===== src/rtl/panda_pkg.sv =====
// Shared types for the panda pipeline: EX->MEM and MEM->WB payloads, LSU width and MEM FSM state.
package panda_pkg;

  typedef enum logic [1:0] {
    RD_DATA_ALU  = 2'd0,
    RD_DATA_LOAD = 2'd1,
    RD_DATA_PC4  = 2'd2
  } rd_data_sel_e;

  typedef enum logic [1:0] {
    LSU_BYTE = 2'd0,
    LSU_HALF = 2'd1,
    LSU_WORD = 2'd2
  } lsu_width_e;

  typedef enum logic [1:0] {
    MEM_IDLE = 2'd0,
    MEM_REQ  = 2'd1,
    MEM_RESP = 2'd2
  } mem_state_e;

  typedef struct packed {
    logic         mem_en;
    logic         mem_we;
    lsu_width_e   width;
    logic         ld_unsigned;
    logic [31:0]  alu_res;
    logic [4:0]   rs2_addr;
    logic [31:0]  rs2_data;
    logic [4:0]   rd_addr;
    logic         rd_we;
    rd_data_sel_e rd_data_sel;
  } ex_mem_t;

  typedef struct packed {
    logic [4:0]   rd_addr;
    logic         rd_we;
    rd_data_sel_e rd_data_sel;
    logic [31:0]  alu_res;
    logic [31:0]  load_data;
  } mem_wb_t;

  function automatic logic misaligned(lsu_width_e w, logic [1:0] off);
    case (w)
      LSU_HALF: return off[0];
      LSU_WORD: return off != 2'b00;
      default:  return 1'b0;
    endcase
  endfunction

endpackage


===== src/rtl/panda_lsu.sv =====
// Byte-lane steering: shifts store data/enables into lanes and extracts/extends load data.
module panda_lsu
  import panda_pkg::*;
#(
  parameter int NUM_LANES = 4
) (
  input  lsu_width_e             width_i,
  input  logic                   unsigned_i,
  input  logic [1:0]             offset_i,
  input  logic [31:0]            st_data_i,
  output logic [31:0]            wdata_o,
  output logic [NUM_LANES-1:0]   be_o,
  input  logic [31:0]            rdata_i,
  output logic [31:0]            ld_data_o
);

  logic [NUM_LANES-1:0] size_mask;
  logic [31:0]          shifted;

  always_comb begin
    case (width_i)
      LSU_BYTE: size_mask = NUM_LANES'(4'b0001);
      LSU_HALF: size_mask = NUM_LANES'(4'b0011);
      default:  size_mask = NUM_LANES'(4'b1111);
    endcase
    be_o    = size_mask << offset_i;
    wdata_o = st_data_i << {offset_i, 3'b000};
    shifted = rdata_i >> {offset_i, 3'b000};
    case (width_i)
      LSU_BYTE: ld_data_o = unsigned_i ? {24'b0, shifted[7:0]}  : {{24{shifted[7]}}, shifted[7:0]};
      LSU_HALF: ld_data_o = unsigned_i ? {16'b0, shifted[15:0]} : {{16{shifted[15]}}, shifted[15:0]};
      default:  ld_data_o = shifted;
    endcase
  end

endmodule


===== src/rtl/panda_mem_stage_hs.sv =====
// MEM stage with req/gnt/rvalid data bus handshake, misalignment and timeout/bus-error handling.
module panda_mem_stage_hs
  import panda_pkg::*;
#(
  parameter int TIMEOUT = 16,
  parameter bit FWD_EN  = 1'b1
) (
  input  logic        clk_i,
  input  logic        rst_ni,
  input  ex_mem_t     ex_mem_i,
  input  logic        ex_valid_i,
  output logic        mem_ready_o,
  output mem_wb_t     mem_wb_o,
  output logic        wb_valid_o,
  output logic        data_req_o,
  input  logic        data_gnt_i,
  input  logic        data_rvalid_i,
  input  logic        data_err_i,
  output logic [31:0] data_addr_o,
  output logic [3:0]  data_we_o,
  output logic [31:0] data_wdata_o,
  input  logic [31:0] data_rdata_i,
  output logic        exc_misaligned_o,
  output logic        exc_bus_err_o
);

  localparam int CW = $clog2(TIMEOUT + 1);

  mem_state_e   state_q, state_d;
  logic [CW-1:0] cnt_q;

  logic [31:0]  addr_q, st_data_q;
  lsu_width_e   width_q;
  logic         uns_q, st_q, rd_we_q;
  logic [4:0]   rd_q;
  rd_data_sel_e sel_q;

  mem_wb_t mem_wb_q;
  logic    wb_valid_q, exc_mis_q, exc_berr_q;

  logic        accept, mis, fwd_hit, timeout, rsp, fail, done;
  logic [31:0] lsu_wdata, lsu_ld;
  logic [3:0]  lsu_be;

  assign accept  = ex_valid_i && (state_q == MEM_IDLE);
  assign mis     = misaligned(ex_mem_i.width, ex_mem_i.alu_res[1:0]);
  assign fwd_hit = FWD_EN && wb_valid_q && mem_wb_q.rd_we && (mem_wb_q.rd_data_sel == RD_DATA_LOAD)
                   && (ex_mem_i.rs2_addr != 5'd0) && (ex_mem_i.rs2_addr == mem_wb_q.rd_addr);
  // Fires in the TIMEOUT-th cycle of a state so the counter would reach TIMEOUT at that edge.
  assign timeout = (state_q != MEM_IDLE) && (cnt_q == CW'(TIMEOUT - 1));
  assign rsp     = (state_q == MEM_RESP) && data_rvalid_i;
  assign fail    = rsp ? data_err_i : timeout;
  assign done    = rsp && !data_err_i;

  panda_lsu #(.NUM_LANES(4)) u_lsu (
    .width_i    (width_q),
    .unsigned_i (uns_q),
    .offset_i   (addr_q[1:0]),
    .st_data_i  (st_data_q),
    .wdata_o    (lsu_wdata),
    .be_o       (lsu_be),
    .rdata_i    (data_rdata_i),
    .ld_data_o  (lsu_ld)
  );

  always_ff @(posedge clk_i or negedge rst_ni) begin
    if (!rst_ni) begin
      state_q <= MEM_IDLE;
      cnt_q   <= '0;
    end else begin
      state_q <= state_d;
      if (state_d != state_q)       cnt_q <= '0;
      else if (state_q != MEM_IDLE) cnt_q <= cnt_q + 1'b1;
    end
  end

  always_comb begin
    state_d = state_q;
    case (state_q)
      MEM_IDLE: if (accept && ex_mem_i.mem_en && !mis) state_d = MEM_REQ;
      MEM_REQ:  if (fail) state_d = MEM_IDLE;
                else if (data_gnt_i) state_d = MEM_RESP;
      MEM_RESP: if (rsp || fail) state_d = MEM_IDLE;
      default:  state_d = MEM_IDLE;
    endcase
  end

  always_comb begin
    mem_ready_o      = (state_q == MEM_IDLE);
    data_req_o       = (state_q == MEM_REQ);
    data_we_o        = (state_q == MEM_REQ && st_q) ? lsu_be : 4'b0000;
    data_addr_o      = {addr_q[31:2], 2'b00};
    data_wdata_o     = lsu_wdata;
    mem_wb_o         = mem_wb_q;
    wb_valid_o       = wb_valid_q;
    exc_misaligned_o = exc_mis_q;
    exc_bus_err_o    = exc_berr_q;
  end

  always_ff @(posedge clk_i or negedge rst_ni) begin
    if (!rst_ni) begin
      addr_q    <= '0;
      st_data_q <= '0;
      width_q   <= LSU_BYTE;
      uns_q     <= 1'b0;
      st_q      <= 1'b0;
      rd_q      <= '0;
      rd_we_q   <= 1'b0;
      sel_q     <= RD_DATA_ALU;
    end else if (accept && ex_mem_i.mem_en && !mis) begin
      addr_q    <= ex_mem_i.alu_res;
      st_data_q <= fwd_hit ? mem_wb_q.load_data : ex_mem_i.rs2_data;
      width_q   <= ex_mem_i.width;
      uns_q     <= ex_mem_i.ld_unsigned;
      st_q      <= ex_mem_i.mem_we;
      rd_q      <= ex_mem_i.rd_addr;
      rd_we_q   <= ex_mem_i.rd_we;
      sel_q     <= ex_mem_i.rd_data_sel;
    end
  end

  always_ff @(posedge clk_i or negedge rst_ni) begin
    if (!rst_ni) begin
      mem_wb_q   <= '0;
      wb_valid_q <= 1'b0;
      exc_mis_q  <= 1'b0;
      exc_berr_q <= 1'b0;
    end else begin
      wb_valid_q <= 1'b0;
      exc_mis_q  <= 1'b0;
      exc_berr_q <= 1'b0;
      if (accept && (!ex_mem_i.mem_en || mis)) begin
        // Non-memory op, or a misaligned access retiring with no bus traffic.
        mem_wb_q.rd_addr     <= ex_mem_i.rd_addr;
        mem_wb_q.rd_we       <= ex_mem_i.rd_we && !ex_mem_i.mem_en;
        mem_wb_q.rd_data_sel <= ex_mem_i.rd_data_sel;
        mem_wb_q.alu_res     <= ex_mem_i.alu_res;
        mem_wb_q.load_data   <= '0;
        wb_valid_q           <= 1'b1;
        exc_mis_q            <= ex_mem_i.mem_en;
      end else if (fail) begin
        mem_wb_q.rd_addr     <= rd_q;
        mem_wb_q.rd_we       <= 1'b0;
        mem_wb_q.rd_data_sel <= sel_q;
        mem_wb_q.alu_res     <= addr_q;
        mem_wb_q.load_data   <= '0;
        wb_valid_q           <= 1'b1;
        exc_berr_q           <= 1'b1;
      end else if (done) begin
        mem_wb_q.rd_addr     <= rd_q;
        mem_wb_q.rd_we       <= rd_we_q && !st_q;
        mem_wb_q.rd_data_sel <= sel_q;
        mem_wb_q.alu_res     <= addr_q;
        mem_wb_q.load_data   <= lsu_ld;
        wb_valid_q           <= 1'b1;
      end
    end
  end

endmodule

===== config.mk =====
export PLATFORM = sky130hd
export DESIGN_NAME = panda_mem_stage_hs
export DESIGN_NICKNAME = d
export VERILOG_FILES = /design/src/rtl/panda_pkg.sv /design/src/rtl/panda_lsu.sv /design/src/rtl/panda_mem_stage_hs.sv
export SDC_FILE = /design/constraint.sdc
export NUM_CORES = 1
export LEC_CHECK = 0
export ABC_AREA = 1
export ABC_CLOCK_PERIOD_IN_PS = 4000
export CORE_MARGIN = 3
export CORE_UTILIZATION = 45
export DETAILED_ROUTE_END_ITERATION = 8
export PLACE_DENSITY = 0.78
export SYNTH_ARGS = -nofsm -noshare
export SYNTH_HDL_FRONTEND = slang
export SYNTH_SLANG_ARGS = --single-unit

===== constraint.sdc =====
create_clock -name clk_i -period 4 [get_ports clk_i]
set_input_delay 0.4 -clock clk_i [delete_from_list [all_inputs] [get_ports clk_i]]
set_output_delay 0.4 -clock clk_i [all_outputs]
set_load 0.1 [all_outputs]

==> summary.md, run 1 <==
### Run status
• finished clean — outcome

### Global route
• 26.9% — GR Util All Layers
• 8120 — number of global-route vias before repair
• 44.1 mm — global-route wire length before repair
• 97 — largest net degree at the start of global routing
• 0 — overflow left after global routing
• 0 — number of antenna violations at the first check in global routing

### Clock tree
• 0.43 ns — clock latency at the later pin of the worst-skew pair
• clkbuf_16 — clk root buf
• 0.06 ns — clock transition at the registers of the reported paths
• 4 — number of H-tree branching levels
• 0 — Setup Fix Bufs, Post-CTS
• 0 — PostCTS Resize Cnt
• 0 — # hold bufs at CTS
• 2 — Clock Path Buffers
• 17 — Inserted Clock Buffers
• built — CTS tree
• 158 — Clock Sink Count

### STA
• false — RSZ-0062 raised after global routing
• 0.0110 ns — setup skew after layout
• 0 ns — final sum of negative setup slack
• 339 MHz — maximum clock frequency
• 0 — max-slew violation count
• 2.95 ns — final critical delay including setup and external delays
• 0 — count of final setup violators
• 73.8% — period utilization
• 30.6% — max_slew headroom
• 1.04 ns — pin slew with the least headroom to its limit
• 0 — number of hold violations in the final report

### Critical path
• 3 — cell count along the critical path
• 61 — maximum fanout along the worst path
• 1.02 ns — delay of the slowest cell on the worst path
• 1.53 ns — FF-to-FF setup slack
• data_wdata_o[23] — Critical path destination
• register — startpoint type of the worst setup path
• 7 — path depth of the worst reg2reg path
• addr_q[1] — start of the worst register-to-register path
• addr_q[1] — origin of the worst setup path
• 3.60 ns — required time worst endpoint
• output port — element type at the critical path end
• flip-flops — cell class contributing the biggest share of worst-path delay
• dfrtp_2 — slowest stage cell, crit path
• 2.55 ns — Arr. time, crit path
• register to output port — category of the most critical setup path
• nand2_1 -> o22ai_1 -> buf_4 — critical-path cell list
• 1 — Critical path buffers and inverters
• mem_wb_o[30] — R2R Path End

### Routing
• 17.7 um — average routed wire per standard cell
• 0 — DRC errors left
• 28.9 mm — Total Wirelength
• 0 — number of nets with antenna violations after routing
• 3.14 mm — routed length on met3
• met4 — highest routed metal layer
• 13.3 mm — wire length on met2
• 8781 — routed vias
• 5.36 — vias per std cell
• 7 — number of iterations in the first detailed-routing pass
• 909 — violation count after the first detailed-route iteration
• 11.5 mm — metal1 wirelength

### Logic synthesis
• 0.404% — parity-gate share of the synthesized area counting xor and xnor cells
• 158 — Yosys reg bits
• 8670 um2 — cell area after technology mapping
• 1175 — cells after synthesis
• 45.6% — share of the synthesized area in the top cell type
• 9.18% — compound-gate portion of the synthesized area
• 7.38 um2 — average cell area after synthesis
• 31 — Cell variety after synth
• dfrtp_1 — largest area contributor in the netlist
• simple AND/OR/NAND/NOR gates — dominant combinational cell family by area after synthesis
• 0 — Yosys warning count
• 0.577% — post-synthesis adder-cell area fraction
• dfrtp_1 46%, nand2_1 19%, nand3_1 11% — top area cells in the synthesized netlist
• 45.6% — register area share after synthesis
• 0.115% — share of synthesized area spent on multiplexers
• 33.2% — fraction of the mapped netlist area in simple logic gates

### Die
• 145 um — y dimension of the die
• 18800 um2 — total core area
• 145 um — floorplan die width
• 21000 um2 — die area
• 46.0% — initial cell density of the core
• 50 — site row count
• 265 — I/O pin cnt

### Cells and area
• nand2_1 — leading cell type in the layout, fill and taps excluded
• 34.5% — area overhead of the layout relative to synthesis
• 3790 um2 — combined area of the multi-input logic cells
• 1638 — non-filler cells, final
• 0 — number of antenna repair diodes
• 1642 — # fillers
• 3960 um2 — Register Area
• 7.62% — fraction of final layout cells with drive strength greater than 1
• 428 x nand2_1, 225 x clkdlybuf4s50_1, 183 x nand3_1 — most used cells in the layout excluding fill and tap cells
• 1489 — final layout net count

### Place
• 19.6 mm — estimated wirelength of the detail-placed design
• 1606 — Cells after DPL
• 0.923 — final weighted congestion in routability-driven placement
• 262 — I/O Buffers

### Flow run
• 0 — # Max-Cap Violations

### Worst hold path
• input pin to async pin — Hold/Removal Path Class

-- worst min-delay path by stage --
stage	end	slack, ns	cells after the start
finish	mem_wb_o[31]	0.04	1
global route	mem_wb_o[31]	0.13	1
CTS	mem_wb_o[69]	0.11	1
detailed placement	sel_q[0]	0.47	2
global placement	sel_q[0]	0.46	2
floorplan	addr_q[0]	0.10	0
-- layer usage --
layer  GRT usage [%]  vias to the layer above
li1                -                     4110
met5               0                        -
met3            7.69                       64
met2            42.9                      495
met1            35.6                     4112
met4            8.64                        0
-- per-stage QoR --
step	hold WS [ns]	instance area [um2]	utilization (%)	worst slack, ns
floorplan	0.104	8680	-	0.163
global placement	0.461	11000	58.6	1.14
detailed placement	0.465	11000	58.6	1.08
CTS	0.113	11700	61.9	1.07
global route	0.131	11700	61.9	0.940
finish	0.0354	11700	61.9	1.05
-- layout make-up --
| type | instances | share of cell area [%] |
|---|---|---|
| repair buffers | 275 | 22.7 |
| well taps | 260 | 2.79 |
| clock buffers | 17 | 3.65 |
| clock inverters | 15 | 1.70 |
| inverters | 85 | 2.76 |
| flip-flops and latches | 158 | 33.9 |
| multi-input cells | 828 | 32.5 |
-- cells in the mapped netlist --
| library cell | count |
|---|---|
| ha_1 | 4 |
| nand3_4 | 2 |
| nor2_1 | 63 |
| nand2_1 | 428 |
| buf_1 | 3 |
| inv_1 | 76 |
| xor2_1 | 2 |
| a22oi_1 | 8 |
| conb_1 | 1 |
| xnor2_1 | 2 |
| o21bai_1 | 32 |
| o21ai_0 | 64 |
| nand3_2 | 1 |
| inv_4 | 1 |
| nand4_1 | 2 |
| a21oi_1 | 10 |
| buf_6 | 5 |
| inv_2 | 8 |
| buf_2 | 27 |
| clkbuf_1 | 28 |
| nand2_2 | 3 |
| nor2_2 | 1 |
| o31ai_1 | 1 |
| a221oi_1 | 1 |
| o22ai_1 | 9 |
| nand2_4 | 3 |
| nand3_1 | 183 |
| o32ai_1 | 6 |
| dfrtp_1 | 158 |
| mux2i_1 | 1 |
| buf_4 | 42 |
-- state kept, by name, summed over array words and instances (netlist names) --
name,count
exc_misaligned_o,1
cnt_q,5
sel_q,2
st_q,1
st_data_q,32
rd_we_q,1
uns_q,1
rd_q,5
width_q,2
state_q,2
mem_wb_o,72
addr_q,32
wb_valid_o,1
exc_bus_err_o,1
-- cells by family (layout without fill, tap and decap cells) --
family          after synthesis  in the layout
other cells                   1              2
simple gates                686            686
flops                       158            158
mux                           1              1
compound gates              131            131
buf+inv                     190            392
fa+ha+maj                     4              4
xor+xnor                      4              4
Power of run 1 is left out: the tool's default activity adds up to more than one toggle a clock period on the data nets, which glitch-free logic cannot reach.
==> run 2: changes to the inputs <==
Settings changed: ABC_CLOCK_PERIOD_IN_PS 4000 to 2700, CORE_UTILIZATION 45 to 43.
Clock period 4 ns to 2.7 ns, I/O delays scaled along.
==> run 2 against run 1 <==
Against the previous run:
- count of clock-buffer cells in the layout increased by 1
- flip-flop and latch count unchanged
- global-route usage up 0.059 points
- clock skew grew 0.00090 ns
- worst hold slack improved by 0.35 ns
- routed wire length up 3.6%
- core utilization shrank 0.58 points
- cell count rose by 0.92%
- first-iteration DRC count rose by 5.0%
- critical endpoint is now data_wdata_o[17]
- highest routed layer is now met5
==> summary.md, run 2 (synthesis results as in run 1) <==
### Cells and area
• 1729 — # fillers
• 61.3% — Finished Core Util
• 428 x nand2_1, 183 x nand3_1, 157 x dfrtp_1 — most used cells in the layout excluding fill and tap cells
• nand2_1 — leading cell type in the layout, fill and taps excluded
• 72 — max FFs per register
• 17.7% — fraction of final layout cells with drive strength greater than 1
• 1498 — final layout net count
• 39.0% — area overhead of the layout relative to synthesis

### Place
• 262 — I/O Buffers
• 0.858 — final weighted congestion in routability-driven placement
• 0.0430 ns — worst slack after detailed placement
• 20.9 mm — estimated wirelength of the detail-placed design

### STA
• 0 — max-slew violation count
• 0 — count of final setup violators
• 0.153 ns — Final WS setup
• 393 MHz — maximum clock frequency
• 32.3% — max_slew headroom
• 0.0119 ns — setup skew after layout
• 94.3% — period utilization
• false — RSZ-0062 raised after global routing
• 1.01 ns — pin slew with the least headroom to its limit
• 2.55 ns — final critical delay including setup and external delays
• 0 — number of hold violations in the final report
• 0 ns — final sum of negative setup slack

### Routing
• 6 — number of iterations in the first detailed-routing pass
• 5.39 — vias per std cell
• 30.0 mm — Total Wirelength
• 954 — violation count after the first detailed-route iteration
• 0 — number of nets with antenna violations after routing
• 0 — DRC errors left
• 18.1 um — average routed wire per standard cell
• 8912 — routed vias

### Global route
• 26.9% — GR Util All Layers
• 0 — overflow left after global routing
• 80 — largest net degree at the start of global routing
• 8593 — number of global-route vias before repair
• 46.7 mm — global-route wire length before repair
• 1 — number of antenna violations at the first check in global routing

### Critical path
• register — startpoint type of the worst setup path
• 2.28 ns — Arr. time, crit path
• output port — element type at the critical path end
• 26 — maximum fanout along the worst path
• 2.43 ns — required time worst endpoint
• register to output port — category of the most critical setup path

### Die
• 148 um — floorplan die width
• 51 — site row count
• 265 — I/O pin cnt
• 44.1% — initial cell density of the core
• 21900 um2 — die area
• 19700 um2 — total core area
• 148 um — y dimension of the die

### Flow run
• 0 — # Max-Cap Violations

### Clock tree
• 4 — number of H-tree branching levels
• 2 — Clock Path Buffers
• clkbuf_16 — clk root buf
• 0.07 ns — clock transition at the registers of the reported paths
• 158 — Clock Sink Count
• built — CTS tree
• 17 — Inserted Clock Buffers
• 0.43 ns — clock latency at the later pin of the worst-skew pair

### Worst hold path
• input pin to register — Hold/Removal Path Class

### Run status
• finished clean — outcome

run 2: cell count changes in the layout (fill, tap and decap cells not counted), sizes merged:
cell	previous run	this run
buf	50	165
bufinv	3	2
clkbuf	17	18
clkdlybuf4s50	225	118
clkinv	3	1
diode	0	1
dlygate4sd3	0	1
inv	92	94
run 2: per-layer routing:
metal | GRT usage [%] | share of wire, % | up-vias
met5 | 0 | 0.040 | -
met4 | 9.56 | 3.0 | 2
met3 | 7.30 | 10 | 63
met2 | 44.0 | 47 | 488
met1 | 34.7 | 40 | 4233
li1 | - | - | 4126
run 2: worst paths after layout:
kind,startpoint,end,slack [ns],cells after the start
min in group asynchronous,rst_ni,st_data_q[28],0.43,2
worst min register to register,rd_q[3],rd_q[3],0.48,2
worst max-delay path,addr_q[0],data_wdata_o[17],0.15,4
worst max register to register,cnt_q[0],mem_wb_o[30],0.44,11
worst min-delay path,ex_mem_i[77],uns_q,0.38,3
max in group asynchronous,rst_ni,mem_wb_o[8],1.45,3
run 2: layout make-up:
cell class	count	area [um2]	share of cell area, %
repair buffers	284	2920	24.2
flip-flops and latches	158	3960	32.8
multi-input cells	828	3910	32.5
well taps	265	332	2.75
clock inverters	14	168	1.39
diodes	1	2.50	0.0208
inverters	85	322	2.67
clock buffers	18	439	3.64
run 2: timing repair:
| item | CTS | global route |
|---|---|---|
| resized for setup | 0 | 0 |
| hold endpoints to repair | 65 | 0 |
| hold buffers | 1 | 0 |
| setup buffers | 0 | 0 |
run 2: stage by stage:
stage	cells	instance area, um2	hold WS (ns)
floorplan	1176	8800	-0.0256
global placement	1619	11400	0.339
detailed placement	1619	11400	0.339
CTS	1652	12000	0.377
global route	1652	12000	0.382
finish	1653	12100	0.384
run 2: worst max-delay path, stage by stage, from the launching register on:
cell	delay, ns
dfrtp_1	0.42
inv_2	0.37
nand2_1	0.45
o32ai_2	0.37
buf_12	0.23
Power of run 2 is left out for the same reason.
==> run 3: changes to the inputs <==
Settings changed: ABC_CLOCK_PERIOD_IN_PS 2700 to 2900, CORE_UTILIZATION 43 to 45.
Clock period 2.7 ns to 2.9 ns, I/O delays scaled along.
==> run 3 against run 2 <==
Against the previous run:
- flip-flop and latch count unchanged
- final area is 0.78% lower
- sequential share of layout area grew 0.26 points
- routed wire length fell by 2.3%
- via count decreased by 1.1%
- setup slack better by 0.052 ns
- critical path depth stayed put
- worst hold slack improved by 0.015 ns
- cell count decreased by 0.36%
- critical endpoint is now data_wdata_o[23]
==> summary.md, run 3 (synthesis results as in run 1) <==
### STA
• 0.0164 ns — setup skew after layout
• 92.9% — period utilization
• 0.205 ns — Final WS setup
• 0.398 ns — worst hold slack across all endpoints
• 32.3% — max_slew headroom
• 0 — count of final setup violators
• 1.01 ns — pin slew with the least headroom to its limit
• 0 — number of hold violations in the final report
• false — RSZ-0062 raised after global routing
• 371 MHz — maximum clock frequency
• 2.69 ns — final critical delay including setup and external delays
• 0 — max-slew violation count

### Place
• 1614 — Cells after DPL
• 0.194 ns — worst slack after detailed placement
• 0.901 — final weighted congestion in routability-driven placement
• 262 — I/O Buffers
• 20.9 mm — estimated wirelength of the detail-placed design

### Cells and area
• 1498 — final layout net count
• 1647 — non-filler cells, final
• nand2_1 — leading cell type in the layout, fill and taps excluded
• 16.5% — fraction of final layout cells with drive strength greater than 1
• 63.5% — Finished Core Util
• 1653 — # fillers
• 72 — max FFs per register
• 428 x nand2_1, 183 x nand3_1, 157 x dfrtp_1 — most used cells in the layout excluding fill and tap cells
• 37.9% — area overhead of the layout relative to synthesis

### Routing
• 857 — violation count after the first detailed-route iteration
• 8814 — routed vias
• 29.3 mm — Total Wirelength
• 0 — DRC errors left
• 5.35 — vias per std cell
• 0 — number of nets with antenna violations after routing
• 17.8 um — average routed wire per standard cell
• 6 — number of iterations in the first detailed-routing pass

### Critical path
• 0.47 ns — delay of the slowest cell on the worst path
• 2.61 ns — required time worst endpoint
• buffers and inverters — cell class contributing the biggest share of worst-path delay
• register to output port — category of the most critical setup path
• output port — element type at the critical path end
• inv_2 — slowest stage cell, crit path
• 2 — Critical path buffers and inverters
• 36 — maximum fanout along the worst path
• inv_2 -> nand2_1 -> o22ai_1 -> buf_12 — critical-path cell list
• addr_q[0] — origin of the worst setup path
• register — startpoint type of the worst setup path
• 2.40 ns — Arr. time, crit path
• cnt_q[0] — start of the worst register-to-register path

### Run status
• finished clean — outcome

### Global route
• 27.7% — GR Util All Layers
• 44.8 mm — global-route wire length before repair
• 0 — overflow left after global routing
• 8378 — number of global-route vias before repair
• 1 — number of antenna violations at the first check in global routing
• 80 — largest net degree at the start of global routing

### Die
• 18800 um2 — total core area
• 145 um — floorplan die width
• 50 — site row count
• 265 — I/O pin cnt
• 145 um — y dimension of the die
• 46.0% — initial cell density of the core
• 21000 um2 — die area

### Clock tree
• 0.43 ns — clock latency at the later pin of the worst-skew pair
• 17 — Inserted Clock Buffers
• clkbuf_16 — clk root buf
• 158 — Clock Sink Count
• built — CTS tree
• 0.06 ns — clock transition at the registers of the reported paths
• 4 — number of H-tree branching levels
• 2 — Clock Path Buffers

### Flow run
• 0 — # Max-Cap Violations

### Worst hold path
• input pin to register — Hold/Removal Path Class
• ex_mem_i[77] — startpoint of the worst hold path

## run 3: cell count changes in the layout (fill, tap and decap cells not counted), sizes merged
cell	delta
clkinvlp	+1
clkinv	+4
inv	-7
bufinv	+1
## run 3: metal layers
layer	vias to the layer above	track usage, %	routed length, um
met2	470	44.6	13900
met3	56	7.89	3010
met5	-	0	13
met1	4153	35.6	11500
met4	2	10.3	846
li1	4133	-	-
## run 3: layout make-up
class,count,area [um2],share of cell area (%)
Sequential cell,158,3960,33.1
Multi-Input combinational cell,828,3840,32.1
Timing Repair Buffer,284,2910,24.3
Clock buffer,18,439,3.67
Tap cell,260,325,2.72
Inverter,85,322,2.69
Clock inverter,13,163,1.36
Antenna cell,1,2.50,0.0209
## run 3: worst paths after layout
check | endpoint | slack, ns | depth (start not counted)
max | data_wdata_o[23] | 0.21 | 4
min | uns_q | 0.40 | 3
min reg2reg | st_data_q[4] | 0.48 | 2
min in group asynchronous | st_data_q[28] | 0.43 | 2
max in group asynchronous | addr_q[1] | 1.71 | 3
max reg2reg | mem_wb_o[64] | 0.63 | 11
## run 3: stage by stage
stage                     setup TNS [ns]  area (um2)
after floorplan                   -0.270        8730
after detailed placement               0       11300
final                                  0       12000
after CTS                              0       12000
after global placement                 0       11300
after global routing                   0       12000
## run 3: worst min-delay path, delay by kind of cell
kind                   cells  cell delay (ns)
and+or+nand+nor            2             0.10
buffers and inverters      1             0.39
## run 3: repair_timing
| item | CTS | global route |
|---|---|---|
| setup buffers | 0 | 0 |
| resized for setup | 0 | 0 |
| hold endpoints to repair | 63 | 0 |
| hold buffers | 1 | 0 |
Power of run 3 is left out for the same reason.
